File: src/rtl/rtt_stamper_pkg.sv
`default_nettype none
// ============================================================================
// Package : rtt_stamper_pkg
// Shared constants, state encoding and helpers for the probe stamper.
// Rev     : 1.0
// ============================================================================
package rtt_stamper_pkg;

  localparam logic [15:0] c_probe_etype = 16'h0801;
  localparam int          c_ts_width    = 64;

  typedef enum logic [1:0] {
    MOD_HDRS = 2'b01,
    PKT_DATA = 2'b10
  } state_t;

  function automatic logic [7:0] sat_inc8(input logic [7:0] v);
    return (v == 8'hff) ? v : v + 8'd1;
  endfunction

endpackage
`default_nettype wire

File: src/rtl/rtt_stamper_fifo.sv
`default_nettype none
// ============================================================================
// Module : fallthrough_small_fifo
// Small first-word-fallthrough FIFO; head word is always visible on dout.
// Rev    : 1.0
// ============================================================================
module fallthrough_small_fifo #(
  parameter int WIDTH          = 72,
  parameter int MAX_DEPTH_BITS = 2,
  parameter int NEARLY_FULL    = 2**MAX_DEPTH_BITS - 1
) (
  input  logic             clk,
  input  logic             rst,
  input  logic [WIDTH-1:0] din,
  input  logic             wr_en,
  input  logic             rd_en,
  output logic [WIDTH-1:0] dout,
  output logic             nearly_full,
  output logic             empty
);

  localparam int                    c_depth = 2**MAX_DEPTH_BITS;
  localparam logic [MAX_DEPTH_BITS:0] c_full_cnt = (MAX_DEPTH_BITS+1)'(c_depth);
  localparam logic [MAX_DEPTH_BITS:0] c_nf_cnt   = (MAX_DEPTH_BITS+1)'(NEARLY_FULL);

  logic [WIDTH-1:0]          r_mem [c_depth];
  logic [MAX_DEPTH_BITS-1:0] r_wr_ptr;
  logic [MAX_DEPTH_BITS-1:0] r_rd_ptr;
  logic [MAX_DEPTH_BITS:0]   r_count;
  logic                      w_full;
  logic                      w_push;
  logic                      w_pop;

  assign empty       = (r_count == '0);
  assign w_full      = (r_count == c_full_cnt);
  assign nearly_full = (r_count >= c_nf_cnt);
  assign dout        = r_mem[r_rd_ptr];
  assign w_pop       = rd_en && !empty;
  // A write into a full FIFO is accepted only when the head leaves in the same cycle.
  assign w_push      = wr_en && (!w_full || w_pop);

  always_ff @(posedge clk) begin
    if (w_push) begin
      r_mem[r_wr_ptr] <= din;
    end
  end

  always_ff @(posedge clk or posedge rst) begin
    if (rst) begin
      r_wr_ptr <= '0;
      r_rd_ptr <= '0;
      r_count  <= '0;
    end else begin
      if (w_push) begin
        r_wr_ptr <= r_wr_ptr + 1'b1;
      end
      if (w_pop) begin
        r_rd_ptr <= r_rd_ptr + 1'b1;
      end
      if (w_push && !w_pop) begin
        r_count <= r_count + 1'b1;
      end else if (w_pop && !w_push) begin
        r_count <= r_count - 1'b1;
      end
    end
  end

endmodule
`default_nettype wire

File: src/rtl/rtt_stamper.sv
`default_nettype none
// ============================================================================
// Module : rtt_stamper
// Pass-through stage that overwrites one body word of probe frames with the departure cycle count.
// Rev    : 1.0
// ============================================================================
module rtt_stamper
  import rtt_stamper_pkg::*;
#(
  parameter int          DATA_WIDTH  = 64,
  parameter int          CTRL_WIDTH  = DATA_WIDTH / 8,
  parameter logic [15:0] PROBE_ETYPE = c_probe_etype,
  parameter int          STAMP_WORD  = 2
) (
  input  logic                  clk,
  input  logic                  reset,
  input  logic [DATA_WIDTH-1:0] in_data,
  input  logic [CTRL_WIDTH-1:0] in_ctrl,
  input  logic                  in_wr,
  output logic                  in_rdy,
  output logic [DATA_WIDTH-1:0] out_data,
  output logic [CTRL_WIDTH-1:0] out_ctrl,
  output logic                  out_wr,
  input  logic                  out_rdy,
  input  logic                  stamp_en,
  output logic [31:0]           probe_cnt,
  output logic [63:0]           last_stamp
);

  localparam int         c_fifo_width = CTRL_WIDTH + DATA_WIDTH;
  localparam logic [7:0] c_stamp_idx  = 8'(STAMP_WORD);

  logic [c_fifo_width-1:0] w_head;
  logic [DATA_WIDTH-1:0]   w_head_data;
  logic [CTRL_WIDTH-1:0]   w_head_ctrl;
  logic                    w_head_is_data;
  logic                    w_empty;
  logic                    w_nearly_full;
  logic                    w_fifo_rst;
  logic                    w_pop;
  logic                    w_detect;
  logic                    w_stamp;

  state_t                  r_state;
  logic [7:0]              r_word_idx;
  logic                    r_is_probe;
  logic                    r_en_lat;
  logic [c_ts_width-1:0]   r_ts;
  logic [31:0]             r_probe_cnt;
  logic [c_ts_width-1:0]   r_last_stamp;

  assign w_fifo_rst = !reset;

  fallthrough_small_fifo #(
    .WIDTH          (c_fifo_width),
    .MAX_DEPTH_BITS (2)
  ) u_fifo (
    .clk         (clk),
    .rst         (w_fifo_rst),
    .din         ({in_ctrl, in_data}),
    .wr_en       (in_wr),
    .rd_en       (w_pop),
    .dout        (w_head),
    .nearly_full (w_nearly_full),
    .empty       (w_empty)
  );

  assign w_head_data    = w_head[DATA_WIDTH-1:0];
  assign w_head_ctrl    = w_head[c_fifo_width-1:DATA_WIDTH];
  assign w_head_is_data = (w_head_ctrl == '0);
  assign w_pop          = !w_empty && out_rdy;

  assign w_detect = (r_state == PKT_DATA) && (r_word_idx == 8'd1) &&
                    (w_head_data[31:16] == PROBE_ETYPE);
  // Stamp uses ts of the pop cycle itself, so stalls are reflected in the value.
  assign w_stamp  = w_pop && (r_state == PKT_DATA) && w_head_is_data &&
                    (r_word_idx == c_stamp_idx) && r_is_probe && r_en_lat;

  assign in_rdy     = !w_nearly_full;
  assign out_wr     = w_pop;
  assign out_ctrl   = w_head_ctrl;
  assign out_data   = w_stamp ? r_ts : w_head_data;
  assign probe_cnt  = r_probe_cnt;
  assign last_stamp = r_last_stamp;

  always_ff @(posedge clk or negedge reset) begin
    if (!reset) begin
      r_state      <= MOD_HDRS;
      r_word_idx   <= '0;
      r_is_probe   <= 1'b0;
      r_en_lat     <= 1'b0;
      r_ts         <= '0;
      r_probe_cnt  <= '0;
      r_last_stamp <= '0;
    end else begin
      r_ts <= r_ts + 1'b1;
      if (w_stamp) begin
        r_last_stamp <= r_ts;
        r_probe_cnt  <= r_probe_cnt + 32'd1;
      end
      if (w_pop) begin
        case (r_state)
          MOD_HDRS: begin
            if (w_head_is_data) begin
              r_state    <= PKT_DATA;
              r_word_idx <= 8'd1;
              r_en_lat   <= stamp_en;
              r_is_probe <= 1'b0;
            end
          end
          PKT_DATA: begin
            if (w_head_is_data) begin
              r_word_idx <= sat_inc8(r_word_idx);
            end else begin
              r_state    <= MOD_HDRS;
              r_word_idx <= '0;
            end
            if (w_detect) begin
              r_is_probe <= 1'b1;
            end
          end
          default: r_state <= MOD_HDRS;
        endcase
      end
    end
  end

endmodule
`default_nettype wire

File: config.mk
export PLATFORM = sky130hd
export DESIGN_NAME = rtt_stamper
export DESIGN_NICKNAME = d
export VERILOG_FILES = /design/src/rtl/rtt_stamper_pkg.sv /design/src/rtl/rtt_stamper_fifo.sv /design/src/rtl/rtt_stamper.sv
export SDC_FILE = /design/constraint.sdc
export NUM_CORES = 1
export LEC_CHECK = 0
export BUFFER_PORTS_ARGS = -buffer_cell sky130_fd_sc_hd__buf_2
export CORE_ASPECT_RATIO = 1.25
export CORE_MARGIN = 2
export CORE_UTILIZATION = 25
export DETAILED_ROUTE_END_ITERATION = 12
export GPL_TIMING_DRIVEN = 0
export HOLD_SLACK_MARGIN = 0.02
export SETUP_SLACK_MARGIN = 0.3
export SLEW_MARGIN = 20
export SYNTH_ARGS = -nofsm -noshare
export SYNTH_HDL_FRONTEND = slang
export SYNTH_SLANG_ARGS = --single-unit
File: constraint.sdc
create_clock -name clk -period 3.79 [get_ports clk]
set_clock_uncertainty 0.1 [all_clocks]
set_input_delay 0.758 -clock clk [delete_from_list [all_inputs] [get_ports clk]]
set_output_delay 0.758 -clock clk [all_outputs]
set_load 0.01 [all_outputs]
==> impl_summary.txt, run 1 <==
----------------------------------------------------
[Timing]
  Worst hold slack ... about 0.26 ns
  Total Negative Setup Slacks ... -10.69 ns
  Portion of the clock cycle consumed by the worst path in the final layout ... 106%
  Worst setup slack after layout ... -0.240 ns
  Worst-margin pin slew ... 0.917 ns
  Slew margin rel. ... roughly 38%
  Max Clk Rate ... ~0.25 GHz
  Number of endpoints with negative hold slack in the final report ... 0
  RSZ-0062 raised after global routing ... yes
  Total setup violations reported at the end of the flow ... 64
  Pins over their slew limit ... 0
  Shortest period the worst path allows ... 4.03 ns

[Routing]
  Drt drc ... 0
  WL/cell ... approximately 22 um
  DR vias ... 12,224
  Number of iterations in the first detailed-routing pass ... 5
  Routed WL ... between 50,000 and 60,000 um
  Count of nets left with antenna violations after detail routing ... 0
  Violation count after the first detailed-routing iteration ... about 830
  Via density per instance ... roughly 4.6

[Finish]
  Final non-filler cell area ... between 0.02 and 0.03 sq mm
  Area used by multi-input combinational logic ... approximately 0.0062 sq mm
  Net count, final ... roughly 1,800
  Count of non-filler cells in the finished layout ... approximately 2,700
  Relative area change from synthesis to final layout ... 35.6%
  Sequential standard cell area ... approximately 0.013 sq mm
  Fraction of layout cells with a size suffix above 1 ... 38.2%
  Layout fillers ... about 7,200

[GRT]
  Overall fraction of global-route tracks in use ... 14.6%
  Pin count of the biggest net entering global routing ... 82
  Initial antenna violation count ... 10
  GRT overflow ... 0
  Via count of the first global-routing pass ... between 10,000 and 15,000
  First-pass GRT wire length ... approximately 84,000 um

[Setup path]
  Reg2Reg Setup Slack ... 0.45 ns
  Nature of the critical path endpoint ... primary output
  Data required, critical path ... slightly below 3 ns
  CP Data Arrival Time ... about 3.2 ns
  Maximum fanout along the worst path ... 5
  Setup crit start kind ... flop
  Crit Path Category ... flop to primary output

[Yosys]
  Post-synthesis xor/xnor area fraction ... approximately 4.6%
  Post-synth EDFFs ... between 200 and 300
  Part of the Yosys area used for sequential elements ... 69.7%
  Top FF cell, synth ... edfxtp_1
  Total nets after synthesis ... 1,395
  Netlist area before placement ... 0.0188 sq mm
  Count of distinct cell types in the synthesized netlist ... 51
  Adder-cell share of the synthesized area ... less than 1%
  Multiplexer area fraction after synthesis ... approximately 9%
  Synth top area cells ... edfxtp_1, dfrtp_1, mux4_2
  Largest family of logic cells by synthesized area ... simple AND/OR/NAND/NOR gates
  Compound-Gate Fraction of Synth Area ... 1.87%
  Synthesis Warnings ... 0
  Cell with the most instances after synthesis ... nand2_1
  #FFs+latches synth ... about 470
  Average instance area after synthesis ... ~14 sq um
  List of most frequent post-synthesis cells ... nand2_1, edfxtp_1, dfrtp_1
  Instance count of the mapped netlist ... between 1,000 and 1,500
  Fraction of post-synthesis cell area in the top cell type by area ... between 40% and 50%
  Post-synthesis async set-or-reset flop share ... around two fifths
  Simple-gate portion of the synthesized area ... about 12%
  Area leader, netlist ... edfxtp_1

[Run status]
  Status ... complete, but fails checks
  Failing checks ... negative setup slack

[Clock tree]
  Clock tree from TritonCTS ... built
  Maximum buffer depth of the clock tree ... 3
  Clock H-tree levels ... 2
  CTS root buffer ... clkbuf_16
  Clock Latency Late Sink ... between 0.6 and 0.7 ns
  Clock-pin slew on the worst setup and hold paths ... approximately 0.06 ns
  Number of clock sinks ... about 470
  Total clock buffers created by CTS ... 51

[Hold path]
  Hold Crit Class ... input pin to flop

[Floorplan]
  Vertical die dimension ... around 310 um
  Total die area ... ~0.078 sq mm
  Number of I/O pins ... around 250
  # rows ... 112
  Die width ... 250 um
  Starting density of the core ... between 20 and 30%
  Core outline area ... ~0.075 sq mm

[Place]
  Pre-CTS worst setup slack ... -1.02 ns
  DPL Wire Length ... approximately 40,000 um
  Dpl cells ... approximately 2,500
  Placed standard-cell area ... roughly 0.022 sq mm
  Gpl congestion ... about 0.8
  Number of buffer cells added on primary ports ... between 200 and 250

[Power]
  Areal power density over the cells ... approximately 660 mW/mm^2
  Max IR drop VDD ... approximately 0.00037 V
  Leakage dissipation ... between 10 and 15 nW

[Job]
  Max-Cap Viols ... 0

----------------------------------------------------
critical path, stage by stage (launching register included):
cell       delay [ns]
dfrtp_2          0.42
buf_12           0.12
buf_16           0.10
mux4_2           0.54
nor4_4           0.21
buf_4            0.18
nand4_4          0.17
buf_6            0.19
buf_6            0.12
clkbuf_16        0.16
o21ai_4          0.20
buf_6            0.14
sequential cells by signal, indices dropped and copies added, names as in the netlist:
name	count
u_fifo.r_mem	288
u_fifo.r_rd_ptr	2
last_stamp	64
probe_cnt	32
r_word_idx	8
u_fifo.r_count	3
r_ts	64
r_is_probe	1
r_state	2
r_en_lat	1
u_fifo.r_wr_ptr	2
where the power goes:
group,total (mW),switching (mW),leakage [nW],internal [mW]
sequential,6.32,0.179,5.10,6.14
combinational,5.22,2.73,5.02,2.48
clock,5.45,2.18,0.888,3.28
layout by cell type, fill, tap and decap left out, drive strengths merged, types with 6 or more instances in the layout:
cell,Yosys,layout
o21ai,39,39
dfrtp,178,178
and3,14,14
ha,12,12
nor3,35,35
bufinv,0,10
clkinv,1,16
inv,32,36
xor2,46,46
edfxtp,288,288
and4,8,8
and2,9,9
clkbuf,32,102
nor4,22,22
mux4,72,72
buf,21,324
nand3,38,38
nand2,310,310
nor2,24,24
xnor2,53,53
a21oi,6,6
nand4,32,32
layout make-up:
class | instances | area share, %
repair buffers | 311 | 9.53
multi-input cells | 752 | 24.2
diodes | 3 | 0.0294
inverters | 33 | 0.490
well taps | 969 | 4.74
clock buffers | 63 | 5.37
flip-flops and latches | 467 | 51.4
clock inverters | 33 | 1.80
plain buffers | 53 | 2.49
final timing paths:
check	cells after the start	startpoint	end
setup reg to reg	14	u_fifo.r_rd_ptr[0]	last_stamp[25]
hold reg to reg	2	last_stamp[42]	last_stamp[42]
hold / removal	1	in_data[45]	u_fifo.r_mem[1][45]
max in group asynchronous	4	reset	last_stamp[60]
setup / recovery	11	u_fifo.r_rd_ptr[0]	out_data[48]
min in group asynchronous	2	reset	probe_cnt[21]
per-stage QoR:
step           total power, mW  util [%]
6_report                  17.0      34.2
5_1_grt                   17.7      34.2
4_1_cts                   16.8      33.1
3_5_place_dp              10.6      28.9
3_3_place_gp              10.5      28.5
2_1_floorplan             8.83         -
per-layer routing:
layer	vias up	share of wire (%)	GRT usage (%)
met3	94	5.8	3.54
met5	-	0.16	0
met1	6300	42	18.1
li1	5486	-	-
met4	14	2.7	4.81
met2	330	50	25.1
kinds of logic (layout without fill, tap and decap cells):
kind of cell             Yosys count  count (layout)
AO/OA/AOI/OAI                     59              59
flip-flops                       467             467
other                              0               3
XOR/XNOR                          99              99
AND/OR/NAND/NOR                  505             505
adder cells (fa/ha/maj)           13              13
multiplexers                      76              76
buffers and inverters             86             493
timing repair:
item	CTS	global route
hold endpoints to repair	32	0
pin swaps	7	12
setup endpoints to repair	105	64
cloned	6	7
resized for setup	269	149
setup buffers	35	6
hold buffers	1	0
Power figures use the tool's default switching activity.
==> run 2, diff against run 1 <==
- CORE_UTILIZATION: 25 -> 58
- PLACE_DENSITY: default -> 0.8
- REMOVE_ABC_BUFFERS: default -> 1
==> impl_summary.txt, run 2 (synthesis results as in run 1) <==
----------------------------------------------------
[Floorplan]
  # rows ... 73 (-35%)
  Starting density of the core ... 59.1% (+34 points)
  Vertical die dimension ... 206 um (-34%)
  Die width ... 165 um (-34%)
  Number of I/O pins ... 247 (unchanged)
  Total die area ... 0.0340 sq mm (-56%)
  Core outline area ... 0.0319 sq mm (-57%)

[Power]
  Max IR drop VDD ... 0.000469 V (+27%)
  Overall power ... 15.6 mW (-8.2%)
  Leakage dissipation ... 10.2 nW (-7.0%)
  Areal power density over the cells ... 658 mW/mm^2 (-0.97%)

[Clock tree]
  Number of clock sinks ... 467 (unchanged)
  Clock tree from TritonCTS ... built
  Clock Latency Late Sink ... 0.55 ns (-0.06 ns)
  Number of buffers inserted for hold repair after clock tree synthesis ... 0 (-1)
  Clock H-tree levels ... 2 (unchanged)
  Total clock buffers created by CTS ... 44 (-14%)
  Clock-pin slew on the worst setup and hold paths ... 0.06 ns (about the same)
  CTS root buffer ... clkbuf_16
  Maximum buffer depth of the clock tree ... 3 (unchanged)

[Timing]
  Number of endpoints with negative hold slack in the final report ... 0 (unchanged)
  Slew margin rel. ... 32.9% (-5.6 points)
  Max Clk Rate ... 0.248 GHz (-0.16%)
  Worst-margin pin slew ... 1.00 ns (+0.0876 ns)
  Pins over their slew limit ... 0 (unchanged)
  Shortest period the worst path allows ... 4.04 ns (+0.00653 ns)
  Portion of the clock cycle consumed by the worst path in the final layout ... 107% (+0.17 points)
  Worst setup slack after layout ... -0.246 ns (-0.00653 ns)
  Total setup violations reported at the end of the flow ... 64 (unchanged)
  RSZ-0062 raised after global routing ... yes
  Total Negative Setup Slacks ... -10.0 ns (+0.693 ns)
  Worst hold slack ... 0.0894 ns (-0.173 ns)

[GRT]
  GRT overflow ... 0 (unchanged)
  First-pass GRT wire length ... 71,600 um (-15%)
  Initial antenna violation count ... 5 (-5)
  Via count of the first global-routing pass ... 12,561 (-2.0%)
  Pin count of the biggest net entering global routing ... 93 (+13%)
  Overall fraction of global-route tracks in use ... 28.4% (+14 points)

[Routing]
  DR vias ... 12,456 (+1.9%)
  Violation count after the first detailed-routing iteration ... 1,337 (+62%)
  Drt drc ... 0 (unchanged)
  Number of iterations in the first detailed-routing pass ... 5 (unchanged)
  Count of nets left with antenna violations after detail routing ... 0 (unchanged)
  WL/cell ... 24.1 um (+11%)
  Via density per instance ... 6.04 (+33%)
  Routed WL ... 49,600 um (-15%)

[Job]
  Max-Cap Viols ... 0 (unchanged)

[Setup path]
  Setup crit start kind ... flop
  Crit Path Category ... flop to primary output
  Cell-by-cell trace of the critical path ... nor4_1, and4_1, and4_4, buf_12, nand2_1, nand2_4, buf_6
  Data required, critical path ... 2.93 ns (about the same)
  Largest stage delay on the critical path ... 0.61 ns (+0.07 ns)
  Slowest cell on the critical path ... and4_1
  Worst reg2reg path depth ... 5 (-9)
  Maximum fanout along the worst path ... 8 (+3)
  Nature of the critical path endpoint ... primary output
  CP Data Arrival Time ... 3.18 ns (about the same)

[Finish]
  Register ranked first by flip-flop count ... u_fifo.r_mem
  Final non-filler cell area ... 0.0237 sq mm (-7.3%)
  Finished Core Util ... 74.3% (+40 points)
  Highest-count cells in the layout ignoring fill and taps ... edfxtp_1, nand2_1, buf_2
  Max reg flops ... 288 (unchanged)
  Count of non-filler cells in the finished layout ... 2,063 (-23%)
  Net count, final ... 1,704 (-3.1%)
  Relative area change from synthesis to final layout ... 25.7%
  Most common library cell in the layout ignoring fill and taps ... edfxtp_1
  Fraction of layout cells with a size suffix above 1 ... 34.5% (-3.7 points)

[Place]
  Pre-CTS worst setup slack ... -0.232 ns (+0.792 ns)
  Number of buffer cells added on primary ports ... 246 (unchanged)
  Dpl cells ... 1,924 (-24%)
  Gpl congestion ... 0.792 (-0.85%)
  Placed standard-cell area ... 0.0207 sq mm (-3.9%)
  DPL Wire Length ... 26,700 um (-33%)

[Run status]
  Failing checks ... negative setup slack
  Status ... complete, but fails checks

[Hold path]
  Hold Crit Class ... input pin to asynchronous set/reset pin

----------------------------------------------------
-- run 2: changes by cell type in the layout (fill, tap and decap cells not counted), moves of 8 or more --
| cell | change |
|---|---|
| nand2_4 | -33 |
| nand2_1 | +32 |
| buf_6 | -22 |
| clkbuf_16 | -17 |
| buf_2 | +16 |
| buf_4 | -10 |
| clkbuf_1 | -10 |
| o21ai_4 | -8 |
-- run 2: report_power, final --
group          switching [mW]  leakage, nW  internal [mW]
logic                    2.46         4.41           2.22
registers               0.272         5.10           6.16
clock network            1.87        0.722           2.62
-- run 2: worst paths after layout --
kind | startpoint | to | slack [ns]
setup / recovery | r_word_idx[2] | out_data[6] | -0.25
hold / removal | reset | r_word_idx[6] | 0.09
setup reg to reg | r_ts[16] | r_ts[42] | 0.64
hold reg to reg | last_stamp[33] | last_stamp[33] | 0.37
max in group asynchronous | reset | r_ts[51] | 2.55
min in group clk | in_data[13] | u_fifo.r_mem[1][13] | 0.31
-- run 2: layout make-up --
| cell class | count | area (sq um) |
|---|---|---|
| Fill cell | 1844 | 8200 |
| Inverter | 33 | 125 |
| Tap cell | 412 | 515 |
| Clock inverter | 18 | 216 |
| Multi-Input combinational cell | 753 | 5840 |
| Timing Repair Buffer | 315 | 2600 |
| Antenna cell | 3 | 7.51 |
| Clock buffer | 62 | 1240 |
| Sequential cell | 467 | 13100 |
-- run 2: worst max-delay path: cells and delay by family (launching register included) --
kind	cells	cell delay [ns]
simple gates	5	1.88
flops	1	0.45
buf+inv	2	0.28
-- run 2: repair_timing --
item,CTS,global route
endpoints found under the setup margin,64,64
pin swaps,5,18
gates resized for setup,65,132
gates cloned,11,5
setup buffers,28,12
-- run 2: per-layer routing --
metal  vias to the layer above  share of wire, %  GRT usage, %
met5                         -             0.026             0
met4                         2               2.9          9.29
met3                       102               7.3          5.36
met1                      6394                36          35.9
met2                       591                53          49.5
li1                       5367                 -             -
==> run 3, diff against run 2 <==
- RECOVER_POWER: default -> 100
==> impl_summary.txt, run 3 (synthesis results as in run 1) <==
----------------------------------------------------
[Timing]
  Number of endpoints with negative hold slack in the final report ... 0 (unchanged)
  Portion of the clock cycle consumed by the worst path in the final layout ... 106% (about the same)
  Slew margin rel. ... -57.7% (-91 points)
  Total setup violations reported at the end of the flow ... 64 (unchanged)
  RSZ-0062 raised after global routing ... yes
  Worst-margin pin slew ... 2.36 ns (+1.36 ns)
  Max Clk Rate ... 0.248 GHz (about the same)
  Worst setup slack after layout ... -0.246 ns (+0.000175 ns)
  Shortest period the worst path allows ... 4.04 ns (-0.000175 ns)
  Pins over their slew limit ... 110 (+110)

[Routing]
  WL/cell ... 24.1 um (+0.14%)
  Via density per instance ... 6.06 (+0.38%)
  Count of nets left with antenna violations after detail routing ... 0 (unchanged)
  Number of iterations in the first detailed-routing pass ... 6 (+1)
  Violation count after the first detailed-routing iteration ... 1,388 (+3.8%)
  Drt drc ... 0 (unchanged)
  DR vias ... 12,491 (+0.28%)
  Routed WL ... 49,700 um (about the same)

[Power]
  Leakage dissipation ... 9.58 nW (-6.4%)
  Internal power consumption ... 10.9 mW (-0.50%)
  Overall power ... 15.5 mW (-0.42%)
  Combinational share of power ... 29.6% (-0.4 points)
  Part of the total power dissipated in sequential elements ... 41.5% (+0.3 points)
  Net Switching ... 4.58 mW (-0.24%)
  Switching fraction of total power ... 29.5% (+0.054 points)
  Max IR drop VDD ... 0.000471 V (+0.34%)
  Clock power share ... 28.9% (about the same)
  Areal power density over the cells ... 664 mW/mm^2 (+0.88%)

[Place]
  Number of buffer cells added on primary ports ... 246 (unchanged)
  Dpl cells ... 1,924 (unchanged)
  DPL Wire Length ... 26,700 um (unchanged)
  Pre-CTS worst setup slack ... -0.232 ns (unchanged)
  Gpl congestion ... 0.792 (unchanged)

[Setup path]
  CP Data Arrival Time ... 3.18 ns (about the same)
  Maximum fanout along the worst path ... 7 (-1)
  Worst R2R Start ... u_fifo.r_count[0]
  Data required, critical path ... 2.93 ns (about the same)
  Crit Path Category ... flop to primary output
  Setup crit start kind ... flop
  Nature of the critical path endpoint ... primary output
  Worst reg2reg path depth ... 3 (-2)
  Critical path launch point ... u_fifo.r_rd_ptr[0]

[Clock tree]
  Number of clock sinks ... 467 (unchanged)
  Clock H-tree levels ... 2 (unchanged)
  Maximum buffer depth of the clock tree ... 3 (unchanged)
  Clock-pin slew on the worst setup and hold paths ... 0.07 ns (about the same)
  Number of buffers inserted for hold repair after clock tree synthesis ... 0 (unchanged)
  Clock tree from TritonCTS ... built
  CTS root buffer ... clkbuf_16
  Total clock buffers created by CTS ... 44 (unchanged)
  Clock Latency Late Sink ... 0.55 ns (about the same)

[Floorplan]
  Starting density of the core ... 59.1% (unchanged)
  # rows ... 73 (unchanged)
  Die width ... 165 um (unchanged)
  Core outline area ... 0.0319 sq mm (unchanged)
  Vertical die dimension ... 206 um (unchanged)
  Number of I/O pins ... 247 (unchanged)
  Total die area ... 0.0340 sq mm (unchanged)

[Hold path]
  Min-Delay Path Depth ... 1
  Hold path startpoint ... in_data[13]
  Hold Crit Class ... input pin to flop

[GRT]
  Met3 global-route usage ... 5.36% (unchanged)
  Pin count of the biggest net entering global routing ... 93 (unchanged)
  Global routing's busiest layer ... met2
  Global routing met1 resource utilization ... 35.9% (unchanged)
  Via count of the first global-routing pass ... 12,561 (unchanged)
  Overall fraction of global-route tracks in use ... 28.4% (unchanged)
  Initial antenna violation count ... 2 (-3)
  GRT met2 Usage ... 49.5% (unchanged)
  GRT overflow ... 0 (unchanged)
  First-pass GRT wire length ... 71,600 um (unchanged)

[Finish]
  Register ranked first by flip-flop count ... u_fifo.r_mem
  Count of non-filler cells in the finished layout ... 2,061 (-0.097%)
  Fraction of layout cells with a size suffix above 1 ... 24.2% (-10 points)
  Relative area change from synthesis to final layout ... 24.1%
  Highest-count cells in the layout ignoring fill and taps ... edfxtp_1, nand2_1, clkbuf_1
  Most common library cell in the layout ignoring fill and taps ... edfxtp_1
  Max reg flops ... 288 (unchanged)
  Net count, final ... 1,704 (unchanged)

[Run status]
  Status ... complete, but fails checks
  Failing checks ... max-capacitance violations, max-slew violations, negative setup slack

[Job]
  Max-Cap Viols ... 2 (+2)

----------------------------------------------------
## run 3: changes by cell type in the layout (fill, tap and decap cells not counted), moves of 2 or more
cell / previous run / this run
buf_2: 215 / 46
clkbuf_1: 12 / 182
clkbuf_4: 0 / 2
diode_2: 3 / 1
buf_12: 14 / 9
clkbuf_2: 0 / 4
and2_4: 4 / 0
and2_2: 0 / 3
## run 3: metrics by stage
stage          util, %  hold WS, ns  TNS (ns)  area [sq um]
2_1_floorplan        -        0.341   -543.77         18600
3_3_place_gp      63.9        0.353  -1611.27         20400
3_5_place_dp      65.0        0.358     -3.44         20700
4_1_cts           72.0        0.134     -6.24         23000
5_1_grt           73.3        0.346    -14.70         23400
6_report          73.3        0.349    -10.05         23400
## run 3: area by class of cell
class                   count  area, sq um
diodes                      1         2.50
multi-input cells         753         5830
well taps                 412          515
inverters                  33          125
clock inverters            18          216
repair buffers            315         2310
fillers                  1970         8500
flip-flops and latches    467        13100
clock buffers              62         1240
## run 3: routing by layer
layer	vias to the layer above	share of wire, %	routed length (um)
met2	640	53	26200
met1	6371	36	18100
met4	2	3.2	1610
met5	-	0.026	13
li1	5356	-	-
met3	122	7.4	3670
## run 3: timing repair
action / in CTS / in global routing
gates resized for setup: 65 / 132
buffers inserted: 28 / 12
cloned: 11 / 5
endpoints found under the setup margin: 64 / 64
pin swaps: 5 / 18
## run 3: worst max-delay path, stage by stage, from the launching register on
cell and delay (ns):
dfrtp_4 0.53, buf_12 0.15, mux4_2 0.48, nor4_4 0.34, buf_4 0.17, nand4_4 0.15
buf_12 0.22, buf_16 0.16, buf_16 0.15, nand2_4 0.07, nand2_4 0.06, buf_6 0.13
## run 3: worst paths after layout
check / end / slack (ns)
setup reg to reg: u_fifo.r_mem[2][52] / 0.30
hold reg to reg: r_ts[28] / 0.37
setup / recovery: out_data[6] / -0.25
max in group asynchronous: last_stamp[43] / 1.36
hold / removal: u_fifo.r_mem[1][13] / 0.35
min in group asynchronous: r_word_idx[6] / 0.77
## run 3: power groups by stage
stage | logic, mW | clock network (mW) | registers [mW]
finish | 4.59 | 4.49 | 6.45
global route | 4.89 | 4.70 | 6.49
CTS | 4.13 | 4.52 | 6.41
detailed placement | 3.66 | 0 | 6.59
global placement | 3.29 | 0 | 6.90
floorplan | 2.19 | 0 | 6.67
